## config.mk

```make
export PLATFORM = sky130hd
export DESIGN_NAME = mips_muldiv
export DESIGN_NICKNAME = d
export VERILOG_FILES = /design/src/rtl/mips_pkg.sv /design/src/rtl/mips_muldiv_step.sv /design/src/rtl/mips_muldiv.sv
export SDC_FILE = /design/constraint.sdc
export NUM_CORES = 1
export LEC_CHECK = 0
export ABC_AREA = 1
export BUFFER_PORTS_ARGS = -buffer_cell sky130_fd_sc_hd__buf_2
export CAP_MARGIN = 20
export CORE_MARGIN = 10
export CORE_UTILIZATION = 35
export DETAILED_ROUTE_END_ITERATION = 16
export SLEW_MARGIN = 15
export SYNTH_ARGS = -nofsm -noshare
export SYNTH_HDL_FRONTEND = slang
export SYNTH_HIERARCHICAL = 1
export SYNTH_SLANG_ARGS = --single-unit
```

## constraint.sdc

```tcl
create_clock -name clk -period 4.88 [get_ports clk]
set_input_delay 0.244 -clock clk [delete_from_list [all_inputs] [get_ports clk]]
set_output_delay 0.244 -clock clk [all_outputs]
set_load 0.01 [all_outputs]
```

## src/rtl/mips_pkg.sv

```systemverilog
// Shared MIPS encodings: decode opcode/funct fields and the mul/div unit's op and state types.
package mips_pkg;

    typedef enum logic [2:0] {
        OP_MULT  = 3'd0,
        OP_MULTU = 3'd1,
        OP_DIV   = 3'd2,
        OP_DIVU  = 3'd3,
        OP_MTHI  = 3'd4,
        OP_MTLO  = 3'd5
    } muldiv_op_t;

    typedef enum logic [1:0] {
        ST_IDLE = 2'd0,
        ST_RUN  = 2'd1,
        ST_FIX  = 2'd2
    } muldiv_state_t;

    typedef enum logic [5:0] {
        OPC_SPECIAL = 6'h00,
        OPC_BEQ     = 6'h04,
        OPC_ADDIU   = 6'h09,
        OPC_LW      = 6'h23,
        OPC_SW      = 6'h2b
    } opcode_t;

    typedef enum logic [5:0] {
        FN_MFHI  = 6'h10,
        FN_MTHI  = 6'h11,
        FN_MFLO  = 6'h12,
        FN_MTLO  = 6'h13,
        FN_MULT  = 6'h18,
        FN_MULTU = 6'h19,
        FN_DIV   = 6'h1a,
        FN_DIVU  = 6'h1b,
        FN_ADDU  = 6'h21
    } funct_t;

endpackage

```

## src/rtl/mips_muldiv_step.sv

```systemverilog
// One radix-2 step. Multiply: acc = {partial, multiplier}, add-then-shift-right.
// Divide: acc = {remainder, dividend/quotient}, restoring shift-subtract.
module mips_muldiv_step #(
    parameter int WIDTH = 32
) (
    input  logic               is_div,
    input  logic [2*WIDTH-1:0] acc,
    input  logic [WIDTH-1:0]   operand,
    output logic [2*WIDTH-1:0] acc_next
);

    logic [WIDTH:0] sum;
    logic [WIDTH:0] rem_sh;
    logic [WIDTH:0] diff;

    always_comb begin
        sum    = {1'b0, acc[2*WIDTH-1:WIDTH]} + (acc[0] ? {1'b0, operand} : '0);
        rem_sh = {acc[2*WIDTH-1:WIDTH], acc[WIDTH-1]};
        diff   = rem_sh - {1'b0, operand};
        if (is_div) begin
            // Borrow out means remainder < divisor: keep it, quotient bit 0.
            if (diff[WIDTH])
                acc_next = {rem_sh[WIDTH-1:0], acc[WIDTH-2:0], 1'b0};
            else
                acc_next = {diff[WIDTH-1:0], acc[WIDTH-2:0], 1'b1};
        end else begin
            acc_next = {sum, acc[WIDTH-1:1]};
        end
    end

endmodule

```

## src/rtl/mips_muldiv.sv

```systemverilog
// Iterative MULT/MULTU/DIV/DIVU unit with HI/LO; UNROLL radix-2 steps per cycle.
module mips_muldiv
    import mips_pkg::*;
#(
    parameter int WIDTH  = 32,
    parameter int UNROLL = 1
) (
    input  logic             clk,
    input  logic             reset,
    input  logic             start,
    input  logic [2:0]       op,
    input  logic [WIDTH-1:0] a,
    input  logic [WIDTH-1:0] b,
    input  logic             cancel,
    output logic             busy,
    output logic             done,
    output logic [WIDTH-1:0] hi,
    output logic [WIDTH-1:0] lo
);

    localparam int ITER = WIDTH / UNROLL;
    localparam int CW   = (ITER > 1) ? $clog2(ITER) : 1;
    localparam logic [CW-1:0] LAST = CW'(ITER - 1);

    muldiv_state_t state, state_nxt;
    logic [CW-1:0]        cnt;
    logic [2*WIDTH-1:0]   acc;
    logic [WIDTH-1:0]     opnd;
    logic                 is_div, sgn_a, sgn_b, div_zero;
    logic [UNROLL:0][2*WIDTH-1:0] chain;

    logic                 accept, is_arith, op_signed, op_div;
    logic [WIDTH-1:0]     a_mag, b_mag;
    logic [2*WIDTH-1:0]   prod_fix;
    logic [WIDTH-1:0]     quo_fix, rem_fix;

    assign accept    = start && !busy && !cancel;
    assign is_arith  = (op == OP_MULT) || (op == OP_MULTU) || (op == OP_DIV) || (op == OP_DIVU);
    assign op_signed = (op == OP_MULT) || (op == OP_DIV);
    assign op_div    = (op == OP_DIV) || (op == OP_DIVU);
    // Magnitudes are unsigned WIDTH-bit, so |MIN| = 2^(WIDTH-1) stays exact.
    assign a_mag     = (op_signed && a[WIDTH-1]) ? -a : a;
    assign b_mag     = (op_signed && b[WIDTH-1]) ? -b : b;

    assign chain[0] = acc;
    for (genvar g = 0; g < UNROLL; g++) begin : g_step
        mips_muldiv_step #(.WIDTH(WIDTH)) u_step (
            .is_div   (is_div),
            .acc      (chain[g]),
            .operand  (opnd),
            .acc_next (chain[g+1])
        );
    end

    always_ff @(posedge clk or negedge reset) begin
        if (!reset) state <= ST_IDLE;
        else        state <= state_nxt;
    end

    always_comb begin
        state_nxt = state;
        if (cancel) begin
            state_nxt = ST_IDLE;
        end else begin
            case (state)
                ST_IDLE: if (accept && is_arith) state_nxt = ST_RUN;
                ST_RUN:  if (cnt == LAST)        state_nxt = ST_FIX;
                ST_FIX:                          state_nxt = ST_IDLE;
                default:                         state_nxt = ST_IDLE;
            endcase
        end
    end

    always_comb begin
        busy = (state != ST_IDLE);
    end

    // Sign correction applied on the FIX edge; remainder follows the dividend's sign.
    always_comb begin
        prod_fix = (sgn_a ^ sgn_b) ? -acc : acc;
        quo_fix  = div_zero ? '1 : ((sgn_a ^ sgn_b) ? -acc[WIDTH-1:0] : acc[WIDTH-1:0]);
        rem_fix  = sgn_a ? -acc[2*WIDTH-1:WIDTH] : acc[2*WIDTH-1:WIDTH];
    end

    always_ff @(posedge clk or negedge reset) begin
        if (!reset) begin
            cnt      <= '0;
            acc      <= '0;
            opnd     <= '0;
            is_div   <= 1'b0;
            sgn_a    <= 1'b0;
            sgn_b    <= 1'b0;
            div_zero <= 1'b0;
            hi       <= '0;
            lo       <= '0;
            done     <= 1'b0;
        end else begin
            done <= 1'b0;
            if (cancel) begin
                cnt <= '0;
            end else begin
                case (state)
                    ST_IDLE: if (accept) begin
                        if (op == OP_MTHI) hi <= a;
                        if (op == OP_MTLO) lo <= a;
                        if (is_arith) begin
                            is_div   <= op_div;
                            sgn_a    <= op_signed && a[WIDTH-1];
                            sgn_b    <= op_signed && b[WIDTH-1];
                            div_zero <= op_div && (b == '0);
                            acc      <= {{WIDTH{1'b0}}, op_div ? a_mag : b_mag};
                            opnd     <= op_div ? b_mag : a_mag;
                            cnt      <= '0;
                        end
                    end
                    ST_RUN: begin
                        acc <= chain[UNROLL];
                        cnt <= (cnt == LAST) ? '0 : cnt + 1'b1;
                    end
                    ST_FIX: begin
                        if (is_div) begin
                            lo <= quo_fix;
                            hi <= rem_fix;
                        end else begin
                            {hi, lo} <= prod_fix;
                        end
                        done <= 1'b1;
                    end
                    default: ;
                endcase
            end
        end
    end

endmodule

```

==> summary.txt <==
Status
  • Status: completed

Worst hold path
  • Min-Delay Path Depth: 2
  • Min-Delay Startpoint: cancel
  • Min-delay worst type: in -> reg
  • Hold endpoint: done

Placement
  • Routability Congestion: around 1
  • PortBufs: about 140
  • Placed Cells: between 4000 and 5000
  • Final HPWL DP: 68200 um

Clocking
  • Clock transition at path regs: around 80 ps
  • Root Buffer Master: clkbuf_16
  • Post-CTS setup repair buffer count: 0
  • H-Tree Depth: 4
  • CTS Buf Count: 17
  • Worst-Skew Late Latency: between 400 and 500 ps
  • TritonCTS clock tree: built
  • CTS Sinks: 172
  • Clock tree buffer depth: 2

Worst setup path
  • Worst EP required: between 5000 and 6000 ps
  • Critical path type: reg -> reg
  • Crit-path leading delay family: simple AND/OR/NAND/NOR gates
  • Slowest CP cell: dfrtp_1
  • Most used cell along the critical path: nand2_1
  • Worst path cell trace: inv_1 -> ha_1 -> fa_1 -> inv_1 -> nand2_1 -> nand2_1 -> nand2_1 -> o21bai_1 -> nand2_1 -> nand2_1 -> nand2_1 -> nand3_1 -> nand3_1 -> nand2_1 -> nand2_1 -> nand2_1 -> o21ai_0
  • Worst reg-to-reg setup slack: between 1500 and 2000 ps
  • Critical path peak fanout: 7
  • FF-to-FF End: acc[62]
  • Critical Path AT: 3460 ps
  • Worst Path Buf+Inv: 2
  • Crit-path max cell delay: approximately 540 ps
  • CP Capture Type: flop
  • Reg-to-Reg Start: acc[31]
  • Worst r2r path cells: 17
  • CP startpoint kind: flop

Pwr
  • Pwr dens: between 500 and 600 nW/um2
  • Peak supply drop: ~0.25 mV
  • Leakage power: roughly 11 nW

Die
  • Placeable Area: about 53000 um2
  • Die Y: around 250 um
  • Starting Density: between 30% and 40%
  • # IOs: 137
  • Die Wd: about 250 um
  • Die Area: approximately 63000 um2
  • Rows: 84

Timing
  • Achievable Freq: ~0.32 GHz
  • Clock Skews: approximately 14 ps
  • Final period util: 64.2%
  • # setup viols final: 0
  • RSZ-0062 raised after global routing: false
  • Max Slew Vio Count: 0
  • Post-route minimum period: around 3100 ps
  • Rel. slew slack: between 20% and 30%
  • Fin. Hold Viols: 0
  • Setup TNS: 0 ps
  • Worst-Margin Slew: 1160 ps

Yosys
  • Mapped Cells: 3288
  • Yosys warning total: 6
  • Ys async rst share: 100%
  • Syn Std Cell Area: 18800 um2
  • Main flop type after synthesis: dfrtp_1
  • Synthesized Nets: approximately 3400
  • Seq/Total Area, Yosys: between 20% and 30%
  • Synth Register Bits: 172
  • Number of flops mapped to enable cells by yosys: 0
  • Synth Area per Inst: around 5.7 um2
  • Synth cell types: 52

Routing
  • Final WL: around 83000 um
  • DRC errors left: 0
  • Via count: roughly 22000
  • 1st-iter DRT viols: around 2600
  • Drt wl/cell: 20.5 um
  • DR vias/cell: roughly 5.4
  • ANT nets after route: 0
  • Pre-antenna DRT Iters: 6

GRT
  • Pin count of the biggest net entering global routing: 78
  • Gr usage total: approximately a quarter
  • First-pass GRT wire length: approximately 120000 um
  • Initial antenna violation count: 0
  • Vias in the first global route: 20276
  • Gr ovfl total: 0

Flow run
  • Max Cap Viol: 0

Layout
  • Share of cells above drive strength 1: 8.14%
  • Diodes inserted: 0
  • Area Overhead vs Synth: 9.34%
  • Final Instance Count excl. Fillers: ~4100
  • Most frequent cells in the layout: nand2_1, nor2_1, inv_1, nand3_1, o21ai_0
  • Nets: around 3500
  • Commonest non-fill, non-tap cell in the layout: nand2_1
synth_stat cells (all sizes together), types with 10 or more instances:
library cell / instances / area (um2)
clkbuf: 53 / 269
o21bai: 11 / 82.6
nand4: 23 / 144
xor2: 34 / 298
buf: 45 / 273
nand3: 365 / 1860
o211ai: 11 / 82.6
o221ai: 10 / 87.6
ha: 70 / 876
dfrtp: 172 / 4300
a21oi: 170 / 881
or2: 19 / 119
inv: 426 / 1600
xnor2: 16 / 140
nor3: 26 / 130
nand2: 1101 / 4270
nand3b: 22 / 165
nor2: 464 / 1790
o21ai: 202 / 1040
worst reg2reg max path, stage by stage (launching register included):
cell and delay, ps:
dfrtp_1 540, inv_1 130, ha_1 250, fa_1 390, inv_1 100, nand2_1 70, nand2_1 80, nand2_1 110
o21bai_1 400, nand2_1 130, nand2_1 180, nand2_1 100, nand3_1 90, nand3_1 130, nand2_1 110, nand2_1 50
nand2_1 60, o21ai_0 80
metal layers:
layer	GRT usage [%]	vias up	part of all wire, %
met3	4.13	137	7.4
met4	10.7	0	4.1
met5	0	-	0
li1	-	10617	-
met1	33.7	10173	43
met2	41.9	925	46
logic make-up after synthesis:
group	share of synthesized area (%)
AO/OA/AOI/OAI	12.8
XOR/XNOR	2.33
adder cells (fa/ha/maj)	4.88
buffers and inverters	11.5
flip-flops	22.9
AND/OR/NAND/NOR	45.5
power breakdown:
group | internal [mW] | leakage, nW | switching (mW)
Combinational | 2.44 | 8.49 | 5.22
Clock | 0.682 | 0.281 | 0.716
Sequential | 1.83 | 2.09 | 0.806
Total | 4.96 | 10.9 | 6.74
layout make-up:
cell class | count | area, um2
fill | 6029 | 32400
tap | 688 | 861
clock inverter | 15 | 150
multi-input combinational | 2590 | 12300
clock buffer | 17 | 425
sequential | 172 | 4310
inverter | 427 | 1600
timing repair buffer | 156 | 847
sequential cells by signal (all words and copies together) (netlist names):
| register | cells |
|---|---|
| acc | 64 |
| hi | 32 |
| lo | 32 |
| opnd | 32 |
| cnt | 5 |
| state | 2 |
| div_zero | 1 |
| done | 1 |
| is_div | 1 |
| sgn_a | 1 |
| sgn_b | 1 |
worst max-delay path by stage:
stage	from	to	depth (start not counted)
3_5_place_dp	acc[0]	acc[63]	16
6_report	acc[31]	acc[62]	17
4_1_cts	acc[0]	acc[63]	16
5_1_grt	acc[31]	acc[63]	19
3_3_place_gp	acc[0]	acc[52]	14
2_1_floorplan	acc[0]	acc[43]	17
through the flow:
stage / setup slack (ps) / util (%) / cell area, um2 / total power, mW / hold WS (ps)
detailed placement: 1640 / 37.7 / 19900 / 10.2 / 342
finish: 1750 / 38.8 / 20500 / 11.7 / 60.2
global placement: 1720 / 37.7 / 19900 / 10.2 / 346
CTS: 1620 / 38.8 / 20500 / 11.6 / 41.6
global route: 1450 / 38.8 / 20500 / 12.8 / 57.6
floorplan: 2290 / - / 18800 / 7.87 / -51.6
repair_timing:
item                       in CTS  in global routing
hold buffers                    1                  0
hold endpoints to repair       75                  0
setup endpoints to repair       0                  0
gates resized for setup         0                  0
Note: power is estimated with default switching activity, not from simulation.
